### config.mk
export PLATFORM = sky130hd
export DESIGN_NAME = pe_column_param
export DESIGN_NICKNAME = d
export VERILOG_FILES = /design/src/rtl/pe_column_param.sv
export SDC_FILE = /design/constraint.sdc
export NUM_CORES = 2
export LEC_CHECK = 0
export CORE_MARGIN = 2
export CORE_UTILIZATION = 45
export DETAILED_ROUTE_END_ITERATION = 16
export DONT_BUFFER_PORTS = 1
export HOLD_SLACK_MARGIN = 0.05
export PLACE_DENSITY_LB_ADDON = 0.12
export SYNTH_ARGS = -nofsm -noshare
export SYNTH_HDL_FRONTEND = slang
export SYNTH_SLANG_ARGS = --single-unit
### constraint.sdc
create_clock -name clk_i -period 68.2 [get_ports clk_i]
set_clock_uncertainty 0.1 [all_clocks]
set_input_delay 6.82 -clock clk_i [delete_from_list [all_inputs] [get_ports clk_i]]
set_output_delay 6.82 -clock clk_i [all_outputs]
set_load 0.02 [all_outputs]
### src/rtl/pe_column_param.sv
// +-----------------------------------------------------------------------------+
// | pe_column_param: systolic MAC column, skewed psum capture, 2-entry out queue |
// | Optional: `define PE_SATURATE_EN for saturating MAC.  Rev 1.0                |
// +-----------------------------------------------------------------------------+
`default_nettype none

module pe_column_param #(
  parameter int ROWS       = 8,
  parameter int DATA_WIDTH = 16,
  parameter int OUTPUT_LAT = 1
) (
  input  logic                       clk_i,
  input  logic                       rst_i,
  input  logic                       clr_i,
  output logic                       clr_o,
  input  logic                       we_i,
  output logic                       we_o,
  input  logic [ROWS*DATA_WIDTH-1:0] srca_word_i,
  output logic [ROWS*DATA_WIDTH-1:0] srca_word_o,
  input  logic [DATA_WIDTH-1:0]      srcb_i,
  output logic [ROWS*DATA_WIDTH-1:0] wordp_o,
  output logic                       wordp_valid_o,
  input  logic                       wordp_ready_i,
  output logic                       ovf_o
);

  localparam int WORD_W  = ROWS * DATA_WIDTH;
  localparam int CHAIN_W = ROWS + OUTPUT_LAT - 1;

  logic [DATA_WIDTH-1:0] b_q     [1:ROWS-1];
  logic [ROWS-1:1]       clr_q;
  logic [DATA_WIDTH-1:0] b_row   [ROWS];
  logic [ROWS-1:0]       clr_row;
  logic [DATA_WIDTH-1:0] psum_q  [ROWS];
  logic [DATA_WIDTH-1:0] psum_d  [ROWS];
  logic [WORD_W-1:0]     srca_q;
  logic [CHAIN_W-1:0]    we_chain_q;
  logic [CHAIN_W:0]      we_tap;
  logic [WORD_W-1:0]     stage_word;

  logic [WORD_W-1:0]     q0_q, q0_d, q1_q, q1_d;
  logic [1:0]            cnt_q, cnt_d;
  logic                  ovf_q, ovf_d;
  logic                  push, pop;

  always_ff @(posedge clk_i or posedge rst_i) begin
    if (rst_i) begin
      for (int r = 1; r < ROWS; r++) b_q[r] <= '0;
      clr_q  <= '0;
      srca_q <= '0;
    end else begin
      b_q[1]   <= srcb_i;
      clr_q[1] <= clr_i;
      for (int r = 2; r < ROWS; r++) begin
        b_q[r]   <= b_q[r-1];
        clr_q[r] <= clr_q[r-1];
      end
      srca_q <= srca_word_i;
    end
  end

  // Tap k of the we chain is we_i delayed k cycles; tap 0 is we_i itself.
  assign we_tap = {we_chain_q, we_i};

  always_ff @(posedge clk_i or posedge rst_i) begin
    if (rst_i) we_chain_q <= '0;
    else       we_chain_q <= we_tap[CHAIN_W-1:0];
  end

  genvar r;
  generate
    for (r = 0; r < ROWS; r++) begin : g_row
      logic [DATA_WIDTH-1:0] a_lane;
      logic [DATA_WIDTH-1:0] base;
      logic [DATA_WIDTH-1:0] prod;

      if (r == 0) begin : g_head
        assign b_row[r]   = srcb_i;
        assign clr_row[r] = clr_i;
      end else begin : g_skew
        assign b_row[r]   = b_q[r];
        assign clr_row[r] = clr_q[r];
      end

      assign a_lane = srca_word_i[r*DATA_WIDTH +: DATA_WIDTH];
      assign base   = clr_row[r] ? '0 : psum_q[r];

`ifdef PE_SATURATE_EN
      localparam logic [DATA_WIDTH-1:0] SAT_MAX = {1'b0, {(DATA_WIDTH-1){1'b1}}};
      localparam logic [DATA_WIDTH-1:0] SAT_MIN = {1'b1, {(DATA_WIDTH-1){1'b0}}};
      logic [2*DATA_WIDTH-1:0] prod_full;
      logic [DATA_WIDTH:0]     sum_full;

      assign prod_full = $signed({{DATA_WIDTH{a_lane[DATA_WIDTH-1]}}, a_lane}) *
                         $signed({{DATA_WIDTH{b_row[r][DATA_WIDTH-1]}}, b_row[r]});
      // Product fits when the top DATA_WIDTH+1 bits are all sign copies.
      assign prod = (&prod_full[2*DATA_WIDTH-1:DATA_WIDTH-1] ||
                     ~|prod_full[2*DATA_WIDTH-1:DATA_WIDTH-1]) ? prod_full[DATA_WIDTH-1:0] :
                    (prod_full[2*DATA_WIDTH-1] ? SAT_MIN : SAT_MAX);
      assign sum_full  = {base[DATA_WIDTH-1], base} + {prod[DATA_WIDTH-1], prod};
      assign psum_d[r] = (sum_full[DATA_WIDTH] == sum_full[DATA_WIDTH-1]) ?
                         sum_full[DATA_WIDTH-1:0] :
                         (sum_full[DATA_WIDTH] ? SAT_MIN : SAT_MAX);
`else
      assign prod      = a_lane * b_row[r];
      assign psum_d[r] = base + prod;
`endif

      // Lane r is captured r cycles after lane 0, so each lane waits in a
      // delay line until the last lane lands; successive words never collide.
      if (r < ROWS - 1) begin : g_deskew
        localparam int DEPTH = ROWS - 1 - r;
        logic [DATA_WIDTH-1:0] dly_q [DEPTH];

        always_ff @(posedge clk_i or posedge rst_i) begin
          if (rst_i) begin
            for (int j = 0; j < DEPTH; j++) dly_q[j] <= '0;
          end else begin
            if (we_tap[OUTPUT_LAT + r]) dly_q[0] <= psum_q[r];
            for (int j = 1; j < DEPTH; j++) dly_q[j] <= dly_q[j-1];
          end
        end

        assign stage_word[r*DATA_WIDTH +: DATA_WIDTH] = dly_q[DEPTH-1];
      end else begin : g_tail
        assign stage_word[r*DATA_WIDTH +: DATA_WIDTH] = psum_q[r];
      end
    end
  endgenerate

  always_ff @(posedge clk_i or posedge rst_i) begin
    if (rst_i) begin
      for (int k = 0; k < ROWS; k++) psum_q[k] <= '0;
    end else begin
      for (int k = 0; k < ROWS; k++) psum_q[k] <= psum_d[k];
    end
  end

  assign push          = we_tap[CHAIN_W];
  assign wordp_valid_o = (cnt_q != 2'd0);
  assign pop           = wordp_valid_o & wordp_ready_i;

  always_comb begin
    q0_d  = q0_q;
    q1_d  = q1_q;
    cnt_d = cnt_q;
    ovf_d = ovf_q;
    if (push && pop) begin
      if (cnt_q == 2'd1) begin
        q0_d = stage_word;
      end else begin
        q0_d = q1_q;
        q1_d = stage_word;
      end
    end else if (push) begin
      case (cnt_q)
        2'd0: begin
          q0_d  = stage_word;
          cnt_d = 2'd1;
        end
        2'd1: begin
          q1_d  = stage_word;
          cnt_d = 2'd2;
        end
        default: ovf_d = 1'b1;
      endcase
    end else if (pop) begin
      q0_d  = q1_q;
      cnt_d = cnt_q - 2'd1;
    end
  end

  always_ff @(posedge clk_i or posedge rst_i) begin
    if (rst_i) begin
      q0_q  <= '0;
      q1_q  <= '0;
      cnt_q <= 2'd0;
      ovf_q <= 1'b0;
    end else begin
      q0_q  <= q0_d;
      q1_q  <= q1_d;
      cnt_q <= cnt_d;
      ovf_q <= ovf_d;
    end
  end

  assign clr_o       = clr_q[1];
  assign we_o        = we_chain_q[0];
  assign srca_word_o = srca_q;
  assign wordp_o     = wordp_valid_o ? q0_q : '0;
  assign ovf_o       = ovf_q;

endmodule

`default_nettype wire

==> run summary <==
The flow ran to the end, and the final reports show no timing, DRC or antenna violations. Dividing total power by cell area gives a power density of 51.2 nW/um2. Global routing used 22.2% of the available tracks. The layout-stage area growth over the synthesis result works out to 8.10%.

On the worst path, the slowest cell contributes a delay of 0.54 ns. After detailed routing, the average wire length per cell comes to 20.4 um. The logs give 19.2% for the normalized max-slew margin and 5 for the detailed-routing iteration count for the pre-antenna-repair pass. Buffers inserted to repair hold after CTS numbered 0. By area the synthesized netlist is led by dfrtp_1 (38%), fa_1 (21%), ha_1 (7.4%), inv_1 (6.1%), nand2_1 (3.9%). STA puts the critical path data required time at 68.77 ns.

At the end of the flow, the number of nets in the layout was 7623. The post-synthesis register bit count was 1090. Combinational logic burns 55.2% of the power.

The via count of the first global-routing pass is 46387. Setup repair after global routing left no endpoint under its margin. The die is 401 um wide. The run gives 0.00163 W as the net switching component of the power.

The total nets after synthesis is 7735, and the area share of the largest cell type after synthesis is 38.5%. At the later pin of the worst-skew pair, clock insertion delay measures 0.76 ns. For the worst setup slack after placement, the log shows 56.40 ns. The library cell with the largest summed area after synthesis is dfrtp_1. For the worst-case register-to-register setup slack, the log shows 62.44 ns.

For the final number of hold-violating endpoints, the log shows 0. Entering global routing, the biggest net connects 178 pins. The H-tree was split into 3 levels. The count of pins on the block boundary is 409, and the total setup buffers inserted after CTS is 0. On the critical path, the stage with the largest delay is an instance of fa_1. After layout, the worst setup slack is 57.18 ns.

The type of the most critical hold path is reg2reg. The share of the Yosys chip area taken by registers is 38.5%. In the layout the commonest cells are inv_1 (1141), dfrtp_1 (1089), fa_1 (752). Clock-pin slew was measured on the worst setup and hold paths at 0.06 ns. The worst setup path is captured at a flip-flop. By startpoint and endpoint, the worst setup path is classified as in2reg.

Beginning of the worst hold path: g_row[2].g_deskew.dly_q[22]. The worst-case IR drop observed on VDD is 0.0362 mV. For this design the static power due to leakage is 36.6 nW. The routed design has 173000 um of wire. TritonCTS built the clock tree.

The run gives 28.0% as the share of power burned in registers. The count of port buffers added during placement was 0. STA classifies the critical path startpoint as a primary input. At the end of routability-driven placement, the weighted congestion stood at 0.871.

The number of buffers between clock root and the deepest sink was 3. The number of buffers created by CTS was 119. Overall via count from detail_route: 42847. The destination of the worst hold path was g_row[2].g_deskew.dly_q[6]. In this run the vertical extent of the chip is 401 um. The leading cell type in the layout, fill and taps excluded was inv_1.

The minimum clock period after layout is 11.02 ns, and the remaining global-route overflow is 0. A synthesized cell averages 11.1 um2. Summed over all nets, the half-perimeter wirelength after detailed placement is 124000 um. The first global-routing pass estimated 277000 um of wire. The count of yosys warnings during synthesis was 0. The region available for standard cell placement spans 156000 um2. For this run, design rule violations remaining after detail routing come to 0.

The die footprint is 161000 um2. Setup violations remaining at the end of the flow were counted as 0. The run gives 16.8% as the share of total power in the clock network.

The clock sink total is 1090, and the total of cells resized after clock tree synthesis is 0. Internal power comes to 0.00229 W. For this configuration, the core starts out at a cell density of 45.3%.

At the worst endpoint, the arrival time is 11.60 ns. Detail-routed via count per cell: 5.07. The cell count after synthesis came out at 6416. The layout has 14311 filler cells. Of the available clock period, the critical path in the final layout requires 16.2%. The mapped netlist covers 70900 um2. Cells with a size suffix above 1 make up 6.39% of the layout. The number of DRC markers in iteration 0 is 2520.

After synthesis, the netlist uses 48 different library cells. The tools report the initial antenna violation count as 4. For the worst flop-to-flop path, the logic depth is 18. The slew of the pin with the lowest slew margin is 1.21 ns. In this run the critical register-to-register path is launched from b_q[65]. The max-cap violation count was 0; the maximum net fanout on the critical path was 7. The tools report the antenna violation net count after detailed routing as 0. Clock tree synthesis selected as its root buffer the cell clkbuf_16.

Timing would allow up to 0.0907 GHz. Adding up every negative setup slack in the final design gives 0 ns. In this run the critical register-to-register path is captured at psum_q[79]. The switching share of power is 41.6%. For the number of placement rows, the log shows 145. The signal on the critical path passes through and2_1 -> fa_1 -> inv_1 -> fa_1 -> inv_1 -> fa_1 -> inv_1 -> fa_1 -> inv_1 -> fa_1 -> inv_1 -> fa_1 -> inv_1 -> ha_1 -> a21o_1 -> a221o_1 -> a31oi_1 -> xnor2_1. The number of instances on the worst hold path works out to 0. For the number of pins with negative max-slew slack in the final report, the log shows 0.
cell families after synthesis:
group	synth area share [%]
XOR/XNOR	4.17
flip-flops	38.5
AO/OA/AOI/OAI	3.96
multiplexers	5.45
adder cells (fa/ha/maj)	28.6
AND/OR/NAND/NOR	11.6
buffers and inverters	7.70
layout make-up:
type                       instances  area (um2)  area share [%]
clock inverter                    46         637           0.831
sequential                      1090       27300            35.6
tap                             2058        2570            3.36
timing repair buffer              26         220           0.287
multi-input combinational       3924       38200            49.9
antenna                            1        2.50         0.00326
clock buffer                     167        3410            4.45
inverter                        1143        4300            5.61
cells in the mapped netlist (all sizes together):
library cell,n
nor2b,168
o22ai,9
buf,71
mux2,275
dfrtp,1090
a21oi,45
or3,63
nor3,19
and2,405
nor2,103
and2b,5
and3,8
o21bai,13
clkbuf,188
a21boi,35
xor2,65
a21o,24
a222oi,7
a221o,43
a31o,7
or2,1
fa,752
a31oi,16
or2b,1
nand2b,110
nand2,745
mux2i,77
o21a,19
xnor2,273
o221ai,1
a221oi,63
a311oi,5
o21ai,111
nand3,36
inv,1143
ha,418
nand3b,2
critical path, delay by kind of cell:
family | cells | cell delay, ns
adders and majority gates | 7 | 3.37
AOI/OAI and AO/OA | 3 | 0.82
and+or+nand+nor | 1 | 0.13
xor gates and xnor gates | 1 | 0.13
buffers and inverters | 6 | 0.31
layer usage:
layer / global-route usage, % / vias up / wire length, um
met5: 0 / - / 0
met4: 5.18 / 0 / 3480
met3: 4.30 / 202 / 9400
met2: 36.0 / 879 / 81400
met1: 30.9 / 22306 / 78200
li1: - / 19460 / -
worst max-delay path by stage:
stage	slack (ns)	start	to	cells after the start
after floorplan	30.59	rst_i	b_q[0]	1
after global placement	56.42	srca_word_i[58]	psum_q[79]	18
after detailed placement	56.40	srca_word_i[58]	psum_q[79]	18
after CTS	57.22	srca_word_i[58]	psum_q[79]	18
after global routing	56.97	srca_word_i[58]	psum_q[79]	18
final	57.18	srca_word_i[58]	psum_q[79]	18
stage by stage:
stage | util [%] | instances | total power (W) | cell area, um2 | hold WS [ns]
final | 49.0 | 8455 | 0.00392 | 76600 | 0.229
after global routing | 49.0 | 8454 | 0.00432 | 76600 | 0.247
after CTS | 49.0 | 8454 | 0.00398 | 76600 | 0.237
after detailed placement | 46.4 | 8241 | 0.00329 | 72600 | 0.235
after global placement | 46.4 | 8241 | 0.00326 | 72600 | 0.231
after floorplan | - | 6416 | 0.00279 | 70900 | 0.231
power by group through the flow:
stage               Combinational (W)  Clock, W  Sequential, W
floorplan                     0.00176         0        0.00104
finish                        0.00216  0.000661        0.00110
global route                  0.00248  0.000707        0.00113
detailed placement            0.00218         0        0.00111
global placement              0.00216         0        0.00110
CTS                           0.00220  0.000681        0.00110
flip-flops by register name (all words and copies together), names as in the netlist:
name and count:
ovf_o 1, psum_q 128, clr_q 7, cnt_q 2, q1_q 128, q0_q 128
we_chain_q 8, b_q 112, srca_word_o 128, g_row.g_deskew.dly_q 448
Power figures use the tool's default switching activity.
